## config.mk

```make
export PLATFORM = sky130hd
export DESIGN_NAME = axis_affine_pipe
export DESIGN_NICKNAME = d
export VERILOG_FILES = /design/src/rtl/axis_affine_pipe.sv
export SDC_FILE = /design/constraint.sdc
export NUM_CORES = 1
export LEC_CHECK = 0
export ABC_AREA = 0
export BUFFER_PORTS_ARGS = -buffer_cell sky130_fd_sc_hd__buf_2
export CAP_MARGIN = 5
export CORE_MARGIN = 2
export CORE_UTILIZATION = 45
export CTS_CLUSTER_SIZE = 25
export DETAILED_ROUTE_END_ITERATION = 7
export HOLD_SLACK_MARGIN = 0.03
export SLEW_MARGIN = 5
export SYNTH_ARGS = -nofsm -noshare
export SYNTH_HDL_FRONTEND = slang
export SYNTH_SLANG_ARGS = --single-unit
export TNS_END_PERCENT = 50
```

## constraint.sdc

```tcl
create_clock -name s00_axis_aclk -period 11.85 [get_ports s00_axis_aclk]
set_clock_uncertainty 0.1 [all_clocks]
set_input_delay 1.185 -clock s00_axis_aclk [delete_from_list [all_inputs] [get_ports s00_axis_aclk]]
set_output_delay 1.185 -clock s00_axis_aclk [all_outputs]
set_load 0.03 [all_outputs]
```

## src/rtl/axis_affine_pipe.sv

```systemverilog
// AXI-Stream affine stage y = gain*x + offset, two registered stages with full backpressure.
// Coefficients reload only at packet boundaries. Optional clamp: define AXIS_AFFINE_SAT_EN.
module axis_affine_pipe #(
    parameter int unsigned C_S00_AXIS_TDATA_WIDTH = 32,
    parameter int unsigned C_M00_AXIS_TDATA_WIDTH = 32,
    parameter int unsigned COEF_WIDTH             = 16,
    parameter int          DEFAULT_GAIN           = 3,
    parameter int          DEFAULT_OFFSET         = 10000
) (
    input  logic                                    s00_axis_aclk,
    input  logic                                    s00_axis_areset,
    input  logic                                    s00_axis_tvalid,
    input  logic                                    s00_axis_tlast,
    input  logic [C_S00_AXIS_TDATA_WIDTH-1:0]       s00_axis_tdata,
    input  logic [C_S00_AXIS_TDATA_WIDTH/8-1:0]     s00_axis_tstrb,
    output logic                                    s00_axis_tready,
    input  logic                                    m00_axis_tready,
    output logic                                    m00_axis_tvalid,
    output logic                                    m00_axis_tlast,
    output logic [C_M00_AXIS_TDATA_WIDTH-1:0]       m00_axis_tdata,
    output logic [C_M00_AXIS_TDATA_WIDTH/8-1:0]     m00_axis_tstrb,
    output logic                                    m00_axis_tuser,
    input  logic [COEF_WIDTH-1:0]                   cfg_gain,
    input  logic [COEF_WIDTH-1:0]                   cfg_offset,
    input  logic                                    cfg_load,
    output logic                                    cfg_pending
);

    localparam int unsigned S  = C_S00_AXIS_TDATA_WIDTH;
    localparam int unsigned M  = C_M00_AXIS_TDATA_WIDTH;
    localparam int unsigned C  = COEF_WIDTH;
    localparam int unsigned PW = S + C;
    localparam int unsigned SW = PW + 1;
    localparam int unsigned SB = S / 8;
    localparam int unsigned MB = M / 8;
    localparam logic signed [C-1:0] DEF_GAIN   = C'(DEFAULT_GAIN);
    localparam logic signed [C-1:0] DEF_OFFSET = C'(DEFAULT_OFFSET);

    typedef enum logic {IDLE, IN_PKT} state_t;

    state_t                 state_q, state_d;
    logic signed [C-1:0]    gain_q, gain_d, offset_q, offset_d;
    logic signed [C-1:0]    pend_gain_q, pend_gain_d, pend_offset_q, pend_offset_d;
    logic                   pend_q, pend_d;

    logic                   v1_q, v1_d, last1_q, last1_d;
    logic signed [PW-1:0]   prod1_q, prod1_d;
    logic signed [C-1:0]    off1_q, off1_d;
    logic [SB-1:0]          strb1_q, strb1_d;

    logic                   v2_q, v2_d, last2_q, last2_d;
    logic [M-1:0]           data2_q, data2_d;
    logic [MB-1:0]          strb2_q, strb2_d;
    logic                   user2_q, user2_d;

    logic                   en1_c, en2_c, hs_c, promote_c;
    logic signed [PW-1:0]   x_ext_c, g_ext_c;
    logic signed [SW-1:0]   sum_c;

    // Handshake, packet tracking and coefficient promotion
    always_comb begin
        en2_c         = m00_axis_tready | ~v2_q;
        en1_c         = en2_c | ~v1_q;
        hs_c          = s00_axis_tvalid & en1_c;
        state_d       = state_q;
        gain_d        = gain_q;
        offset_d      = offset_q;
        pend_gain_d   = pend_gain_q;
        pend_offset_d = pend_offset_q;

        case (state_q)
            IDLE:    if (hs_c && !s00_axis_tlast) state_d = IN_PKT;
            IN_PKT:  if (hs_c && s00_axis_tlast)  state_d = IDLE;
            default: state_d = IDLE;
        endcase

        // Promote after a tlast beat or while idle, so the next packet's first beat sees the new pair
        promote_c = pend_q & (hs_c ? s00_axis_tlast : (state_q == IDLE));
        pend_d    = pend_q & ~promote_c;
        if (promote_c) begin
            gain_d   = pend_gain_q;
            offset_d = pend_offset_q;
        end
        if (cfg_load) begin
            pend_gain_d   = cfg_gain;
            pend_offset_d = cfg_offset;
            pend_d        = 1'b1;
        end
    end

    // Stage 1: multiply, capture offset with the beat
    always_comb begin
        x_ext_c = PW'($signed(s00_axis_tdata));
        g_ext_c = PW'(gain_q);
        v1_d    = v1_q;
        last1_d = last1_q;
        prod1_d = prod1_q;
        off1_d  = off1_q;
        strb1_d = strb1_q;
        if (en1_c) begin
            v1_d    = s00_axis_tvalid;
            last1_d = s00_axis_tlast;
            prod1_d = x_ext_c * g_ext_c;
            off1_d  = offset_q;
            strb1_d = s00_axis_tstrb;
        end
    end

    // Stage 2: add offset and format to output width
    always_comb begin
        sum_c   = SW'(prod1_q) + SW'(off1_q);
        v2_d    = v2_q;
        last2_d = last2_q;
        data2_d = data2_q;
        strb2_d = strb2_q;
        user2_d = user2_q;
        if (en2_c) begin
            v2_d    = v1_q;
            last2_d = last1_q;
            strb2_d = (S == M) ? MB'(strb1_q) : '1;
`ifdef AXIS_AFFINE_SAT_EN
            if ((&sum_c[SW-1:M-1]) || !(|sum_c[SW-1:M-1])) begin
                data2_d = M'(sum_c);
                user2_d = 1'b0;
            end else begin
                data2_d = sum_c[SW-1] ? {1'b1, {(M-1){1'b0}}} : {1'b0, {(M-1){1'b1}}};
                user2_d = 1'b1;
            end
`else
            data2_d = M'(sum_c);
            user2_d = 1'b0;
`endif
        end
    end

    always_ff @(posedge s00_axis_aclk or posedge s00_axis_areset) begin
        if (s00_axis_areset) begin
            state_q       <= IDLE;
            gain_q        <= DEF_GAIN;
            offset_q      <= DEF_OFFSET;
            pend_gain_q   <= DEF_GAIN;
            pend_offset_q <= DEF_OFFSET;
            pend_q        <= 1'b0;
            v1_q          <= 1'b0;
            last1_q       <= 1'b0;
            prod1_q       <= '0;
            off1_q        <= '0;
            strb1_q       <= '0;
            v2_q          <= 1'b0;
            last2_q       <= 1'b0;
            data2_q       <= '0;
            strb2_q       <= '0;
            user2_q       <= 1'b0;
        end else begin
            state_q       <= state_d;
            gain_q        <= gain_d;
            offset_q      <= offset_d;
            pend_gain_q   <= pend_gain_d;
            pend_offset_q <= pend_offset_d;
            pend_q        <= pend_d;
            v1_q          <= v1_d;
            last1_q       <= last1_d;
            prod1_q       <= prod1_d;
            off1_q        <= off1_d;
            strb1_q       <= strb1_d;
            v2_q          <= v2_d;
            last2_q       <= last2_d;
            data2_q       <= data2_d;
            strb2_q       <= strb2_d;
            user2_q       <= user2_d;
        end
    end

    assign s00_axis_tready = en1_c;
    assign m00_axis_tvalid = v2_q;
    assign m00_axis_tlast  = last2_q;
    assign m00_axis_tdata  = data2_q;
    assign m00_axis_tstrb  = strb2_q;
    assign m00_axis_tuser  = user2_q;
    assign cfg_pending     = pend_q;

endmodule

```

# [Word level (Yosys, flattened, before mapping)]
# Cells that the tools add are included.
[totals] regBits=158 elab_cells=34
[op_classes] n_mux=5 n_mul=1 reduce_logical=3 bitwise_logic=9 n_addsub=1
[op_table] operator="adder 32 x 16 -> 32 bit" n=1
[op_table] operator="multiplier 32 x 16 -> 32 bit" n=1
[op_table] operator="2-to-1 mux 1 bit" n=4
[op_table] operator="inverter 1 bit" n=4
[op_table] operator="bitwise AND 1 bit" n=3
[op_table] operator="logical AND 1 bit" n=2
[op_table] operator="bitwise OR 1 bit" n=2
[op_table] operator="case mux 1 bit (2 select lines)" n=1
[op_table] operator="zero test 1 bit" n=1

# [Logic depth before layout (Yosys ltp)]
# Gate-level depths: netlist of the first run.
[depth] ltp_word=9 depth_mapped=24 ltp_nobuf=22

# [Worst setup path after synthesis of the first run]
# No wires, ideal clock.
[synth_path] kind="input to register" start="input s00_axis_tdata[17]" end="register prod1_q[31]" n_path_buf=1 t_required_ns=11.613 path_stages=21 arrival_time_ns=6.594 slack_ns=5.019 path_cell_list="clkbuf_1 nand2_1 fa_1 fa_1 fa_1 inv_1 fa_1 fa_1 inv_1 fa_1 inv_1 ha_1 a21oi_1 o21bai_1 a2111oi_1 o41ai_1 nor3_2 nor3_1 a2111oi_4 xnor2_1 a21oi_1"
[synth_via] elab_chain_cells=1
[synth_rtl] item="start: declaration" line_no="14" rtl="input logic [C_S00_AXIS_TDATA_WIDTH-1:0] s00_axis_tdata,"
[synth_rtl] item="multiplier 32 x 16 -> 32 bit" line_no="103" rtl="prod1_d = x_ext_c * g_ext_c;"
[synth_rtl] item="end signal: assignment" line_no="163" rtl="prod1_q <= prod1_d;"
[synth_rtl] item="end: declaration" line_no="47" rtl="logic signed [PW-1:0] prod1_q, prod1_d;"
# Every way passes these cells.
# A chain may end at the register's enable or synchronous reset.

# [Worst setup path after layout of the first run]
[layout_path] start="register gain_q[4]" end="register prod1_q[31]"
[layout_via] elab_chain_cells=1
[layout_rtl] item="start: declaration" line_no="42" rtl="logic signed [C-1:0] gain_q, gain_d, offset_q, offset_d;"
[layout_rtl] item="start signal: assignment" line_no="156" rtl="gain_q <= gain_d;"
[layout_rtl] item="multiplier 32 x 16 -> 32 bit" line_no="103"
# Every way passes these cells.

==> impl_metrics.json, run 1 <==
{
  "cts.path.max_buffers": 2,
  "initial_core_util_pct": 45.4,
  "syn_to_final_growth_pct": 8.44,
  "async_flop_share_pct": 100,
  "post-synth-top-count-cell": "inv_1",
  "rsz0062_at_grt": "false",
  "synth_compound_area_share_pct": 7.38,
  "routabilityCongestion": 0.866,
  "num_io_pins": 115,
  "start_kind": "register",
  "coreArea_um2": 42900,
  "yosys_register_bits": 158,
  "ant_nets": 0,
  "drive_gt1_share_pct": 11.3,
  "fin_crit_sh_pct": 61.2,
  "path_cells": "and2_1 -> fa_1 -> inv_1 -> fa_1 -> fa_1 -> inv_1 -> fa_1 -> fa_1 -> inv_1 -> fa_1 -> inv_1 -> ha_1 -> nand2_1 -> o21ai_0 -> o2bb2ai_1 -> nor4_1 -> nor3_2 -> nor3_1 -> a2111oi_4 -> xnor2_1 -> a21oi_1",
  "drc": 0,
  "worst_path_max_delay_cell": "dfrtp_1",
  "vias": 14100,
  "overflow": 0,
  "die_x_um": 212,
  "row_count": 76,
  "wl_per_cell_um": 17.3,
  "critPathBufInv": 4,
  "critPathKind": "register to register",
  "final.setup.tns_ps": 0,
  "cp_data_required_time_ps": 12050,
  "seq_area_frac_synth_pct": 20.4,
  "min_period_ps": 7250,
  "grt_pass1_wl_mm": 78.1,
  "vias_per_cell": 5.08,
  "path_common_cell": "fa_1",
  "clockRootBuffer": "clkbuf_16",
  "path_max_fanout": 29,
  "h-tree-depth": 4,
  "synth_area_leaders": "fa_1, dfrtp_1, inv_1, ha_1, nand2_1",
  "cts_resized": 0,
  "max_freq_mhz": 138,
  "cts_sinks": 158,
  "max_slew_margin_pct": 18.3,
  "synthSimpleGateAreaFrac_pct": 16.1,
  "cp.arrival_ps": 7450,
  "synth_fa_ha_area_share_pct": 39.2,
  "report.final.slew_viol_count": 0,
  "hold_viol": 0,
  "critical_path.max_stage_delay_ps": 1150,
  "synthXorXnorAreaFrac_pct": 3.15,
  "synthCells": 2127,
  "worstSetupEndpointType": "register",
  "clock_latency_ps": 440,
  "synthTopCellsByCount": "inv_1, nand2_1, fa_1",
  "path_clk_slew_ps": 70,
  "finalNonFillerCells": 2777,
  "status": "complete, no violations",
  "grt_max_degree": 65,
  "hold_buffers": 0,
  "post-place-cells": 2745,
  "post-cts-setup-buffers": 0,
  "cts_tree": "built",
  "cts_buffers": 17,
  "yosys.area.top_type": "fa_1",
  "hp-class": "register to register",
  "first_pass_iters": 5,
  "grtUsageTotal_pct": 22.4,
  "final_util_pct": 49.3,
  "hpwl_mm": 37.7,
  "port_buffers": 113,
  "die_h_um": 212,
  "syn_nets": 2629,
  "cap_violations": 0,
  "ys.flop_type": "dfrtp_1",
  "fin_nets": 2681,
  "synth-edff-count": 0,
  "grt_pass1_vias": 14700,
  "synth_area_per_cell_um2": 9.16,
  "n_antenna_cell": 0,
  "fp.dieArea_um2": 45000,
  "critPathTopFamily": "adder cells",
  "antenna_found_initial": 2,
  "yosys_warnings": 0,
  "synthMuxAreaShare_pct": 3.81,
  "synth_cell_types": 66,
  "drtIter0Drc": 880,
  "synth_top_area_share_pct": 31.3,
  "setup_violations": 0,
  "synth_top_family_by_area": "adder cells",
  "synthesis.area_um2": 19500,
  "worstMarginPinSlew_ps": 1230,
  "drt-total-wl_mm": 48.0
}
-- worst paths after layout --
check                                 from                to  slack (ps)  cells past startpoint
max reg2reg                      gain_q[4]       prod1_q[31]        4600                     21
min reg2reg                           v1_q   m00_axis_tvalid         350                      1
max in group asynchronous  s00_axis_areset  pend_offset_q[3]        9130                      4
min in group asynchronous  s00_axis_areset    pend_gain_q[7]         650                      2
max                              gain_q[4]       prod1_q[31]        4600                     21
min                                   v1_q   m00_axis_tvalid         350                      1
-- layout make-up --
class | instances | area (µm²)
fillers | 4147 | 21800
multi-input cells | 1458 | 13600
inverters | 420 | 1580
well taps | 585 | 732
clock inverters | 12 | 160
clock buffers | 20 | 447
flip-flops and latches | 158 | 3970
repair buffers | 124 | 648
-- cells by family after synthesis --
logic type	count (synthesis)
buffers and inverters	511
xor gates and xnor gates	70
muxes	66
and+or+nand+nor	675
DFF	158
other	1
adders and majority gates	428
AOI/OAI and AO/OA	218
-- flip-flops by register name, summed over array words and instances, names as in the netlist, 4 cells and up --
register	count
m00_axis_tstrb	4
off1_q	16
gain_q	16
m00_axis_tdata	32
offset_q	16
strb1_q	4
pend_gain_q	16
prod1_q	32
pend_offset_q	16
-- stage by stage --
| step | instance area [µm²] | worst slack, ps | hold WS (ps) |
|---|---|---|---|
| CTS | 21100 | 4710 | 346 |
| detailed placement | 20500 | 4410 | 343 |
| global route | 21100 | 4420 | 370 |
| global placement | 20500 | 4460 | 347 |
| finish | 21100 | 4600 | 349 |
| floorplan | 19500 | 5020 | 325 |
-- placed cells by master, fill, tap and decap left out, types with 5 or more instances in the layout --
cell	instances
clkbuf_16	17
o21bai_1	6
xor2_1	30
mux2_2	65
dfrtp_1	144
nor2_1	68
a31oi_1	8
and2_1	175
xnor2_1	40
o21ai_0	45
a21oi_1	63
or3_1	7
o31ai_1	13
nand2b_1	10
o21a_1	14
fa_1	305
o21ai_1	5
buf_2	113
nand3_1	11
inv_1	418
dfstp_2	14
ha_1	123
nor3_1	17
a21o_1	20
and3_1	6
a211oi_1	8
o211ai_1	8
nand2_1	356
buf_4	11
-- per-layer routing --
metal | routed length [µm] | vias to the layer above | GRT usage (%)
met1 | 22900 | 7116 | 31.8
li1 | - | 6578 | -
met2 | 21900 | 365 | 36.2
met4 | 666 | 0 | 4.57
met5 | 0 | - | 0
met3 | 2580 | 43 | 3.56
Power of run 1 is left out: the tool's default activity adds up to more than one toggle a clock period on the data nets, which glitch-free logic cannot reach.
==> run 2, diff against run 1 <==
clock period = 5.8 ns   (was 11.85 ns; I/O delays follow)
==> impl_metrics.json, run 2 (synthesized netlist as in run 1, its figures left out) <==
{
  "setup_violations": 13,
  "num_io_pins": 115,
  "cts_buffers": 17,
  "path_max_fanout": 7,
  "grtUsageTotal_pct": 23.5,
  "grt_pass1_vias": 15700,
  "clock_latency_ps": 440,
  "final.setup.tns_ps": -2120,
  "drc": 0,
  "grt_pass1_wl_mm": 82.4,
  "cap_violations": 0,
  "fp.dieArea_um2": 45000,
  "hold_viol": 0,
  "coreArea_um2": 42900,
  "die_h_um": 212,
  "start_kind": "register",
  "fin_nets": 2883,
  "vias": 14800,
  "clockRootBuffer": "clkbuf_16",
  "overflow": 0,
  "row_count": 76,
  "violations": "setup timing",
  "path_clk_slew_ps": 60,
  "hold-path-cell-count": 3,
  "holdWs_ps": 248,
  "status": "complete, but fails checks",
  "first_pass_iters": 5,
  "cts_tree": "built",
  "critPathKind": "register to register",
  "report.final.slew_viol_count": 0,
  "hp-start": "s00_axis_tstrb[2]",
  "hpwl_mm": 40.3,
  "dpl_cell_area_um2": 22000,
  "port_buffers": 113,
  "max_slew_margin_pct": 19.6,
  "fin_crit_sh_pct": 105,
  "routabilityCongestion": 0.940,
  "n_antenna_cell": 0,
  "initial_core_util_pct": 45.4,
  "worstMarginPinSlew_ps": 1210,
  "antenna_found_initial": 5,
  "fillCellCount": 3887,
  "drt-total-wl_mm": 50.3,
  "h-tree-depth": 4,
  "rsz0062_at_grt": "true",
  "layout_commonest_cell": "inv_1",
  "holdPathEnd": "strb1_q[2]",
  "die_x_um": 212,
  "reg2reg_from": "gain_q[1]",
  "worstSetupEndpointType": "register",
  "reg2reg_depth": 21,
  "drive_gt1_share_pct": 25.0,
  "hold_buffers": 0,
  "hp-class": "input pin to register",
  "cts.path.max_buffers": 2,
  "wl_per_cell_um": 16.9,
  "stdcell_area_um2": 23600,
  "vias_per_cell": 4.96,
  "drtIter0Drc": 867,
  "syn_to_final_growth_pct": 21.0,
  "r2r_end": "prod1_q[30]",
  "final_cell_mix": "inv_1, nand2_1, fa_1",
  "cts_sinks": 158,
  "r2r_slack_ps": -290,
  "cp.arrival_ps": 6360,
  "min_period_ps": 6090,
  "fin_ws_ps": -291,
  "cp_data_required_time_ps": 6070,
  "max_freq_mhz": 164,
  "post-place-cells": 2911,
  "finalNonFillerCells": 2979,
  "grt_max_degree": 110,
  "ant_nets": 0
}
-- run 2: cell count changes in the layout (fill, tap and decap cells not counted), moves of 15 or more --
| cell | before | now |
|---|---|---|
| ha_1 | 123 | 100 |
| fa_1 | 305 | 280 |
| fa_2 | 0 | 25 |
| inv_1 | 418 | 393 |
| inv_2 | 1 | 26 |
| ha_4 | 0 | 19 |
| buf_12 | 0 | 15 |
| buf_4 | 11 | 185 |
-- run 2: cell type report --
cell class	instances	area (µm²)	area share [%]
Clock buffer	21	450	1.91
Clock inverter	11	131	0.557
Inverter	420	1580	6.70
Multi-Input combinational cell	1458	14300	60.7
Sequential cell	158	3980	16.9
Tap cell	585	732	3.10
Timing Repair Buffer	326	2390	10.2
-- run 2: what timing repair did --
item                       CTS  global route
cloned                       1             0
buffers inserted            33             6
resized for setup          125            46
setup endpoints to repair   15            17
pin swaps                   89            43
-- run 2: routing by layer --
layer	wire length [µm]	part of all wire (%)	global-route usage, %
met1	22500	45	32.3
met2	24300	48	39.3
met3	2380	4.7	3.16
met4	1140	2.3	5.93
met5	0	0	0
-- run 2: worst max-delay path by stage --
| stage | startpoint | to | slack [ps] | cells after the start |
|---|---|---|---|---|
| floorplan | s00_axis_tdata[16] | prod1_q[30] | -50 | 21 |
| global placement | s00_axis_tdata[9] | prod1_q[20] | -460 | 21 |
| detailed placement | s00_axis_tdata[11] | prod1_q[31] | -510 | 22 |
| CTS | gain_q[1] | prod1_q[31] | -240 | 25 |
| global route | gain_q[1] | prod1_q[31] | -510 | 22 |
| finish | gain_q[1] | prod1_q[30] | -290 | 21 |
-- run 2: critical path, stage by stage (launching register included) --
cell      delay [ps]
dfstp_4          630
buf_12           140
buf_12           120
nand2_2           60
fa_1             560
fa_2             460
fa_2             570
inv_1             50
fa_2             420
fa_1             480
inv_1             50
fa_1             490
inv_2             50
ha_4             270
nand4_1          100
nor2_2           190
nand2_2          120
nor2_4           150
a311oi_4         120
or3_4            410
or3_4            330
a21oi_2          140
-- run 2: metrics by stage --
| stage | utilization, % | setup slack [ps] |
|---|---|---|
| global placement | 51.3 | -464 |
| global route | 55.0 | -505 |
| CTS | 54.5 | -237 |
| finish | 55.0 | -291 |
| detailed placement | 51.3 | -512 |
| floorplan | - | -45.6 |
Power of run 2 is left out for the same reason.
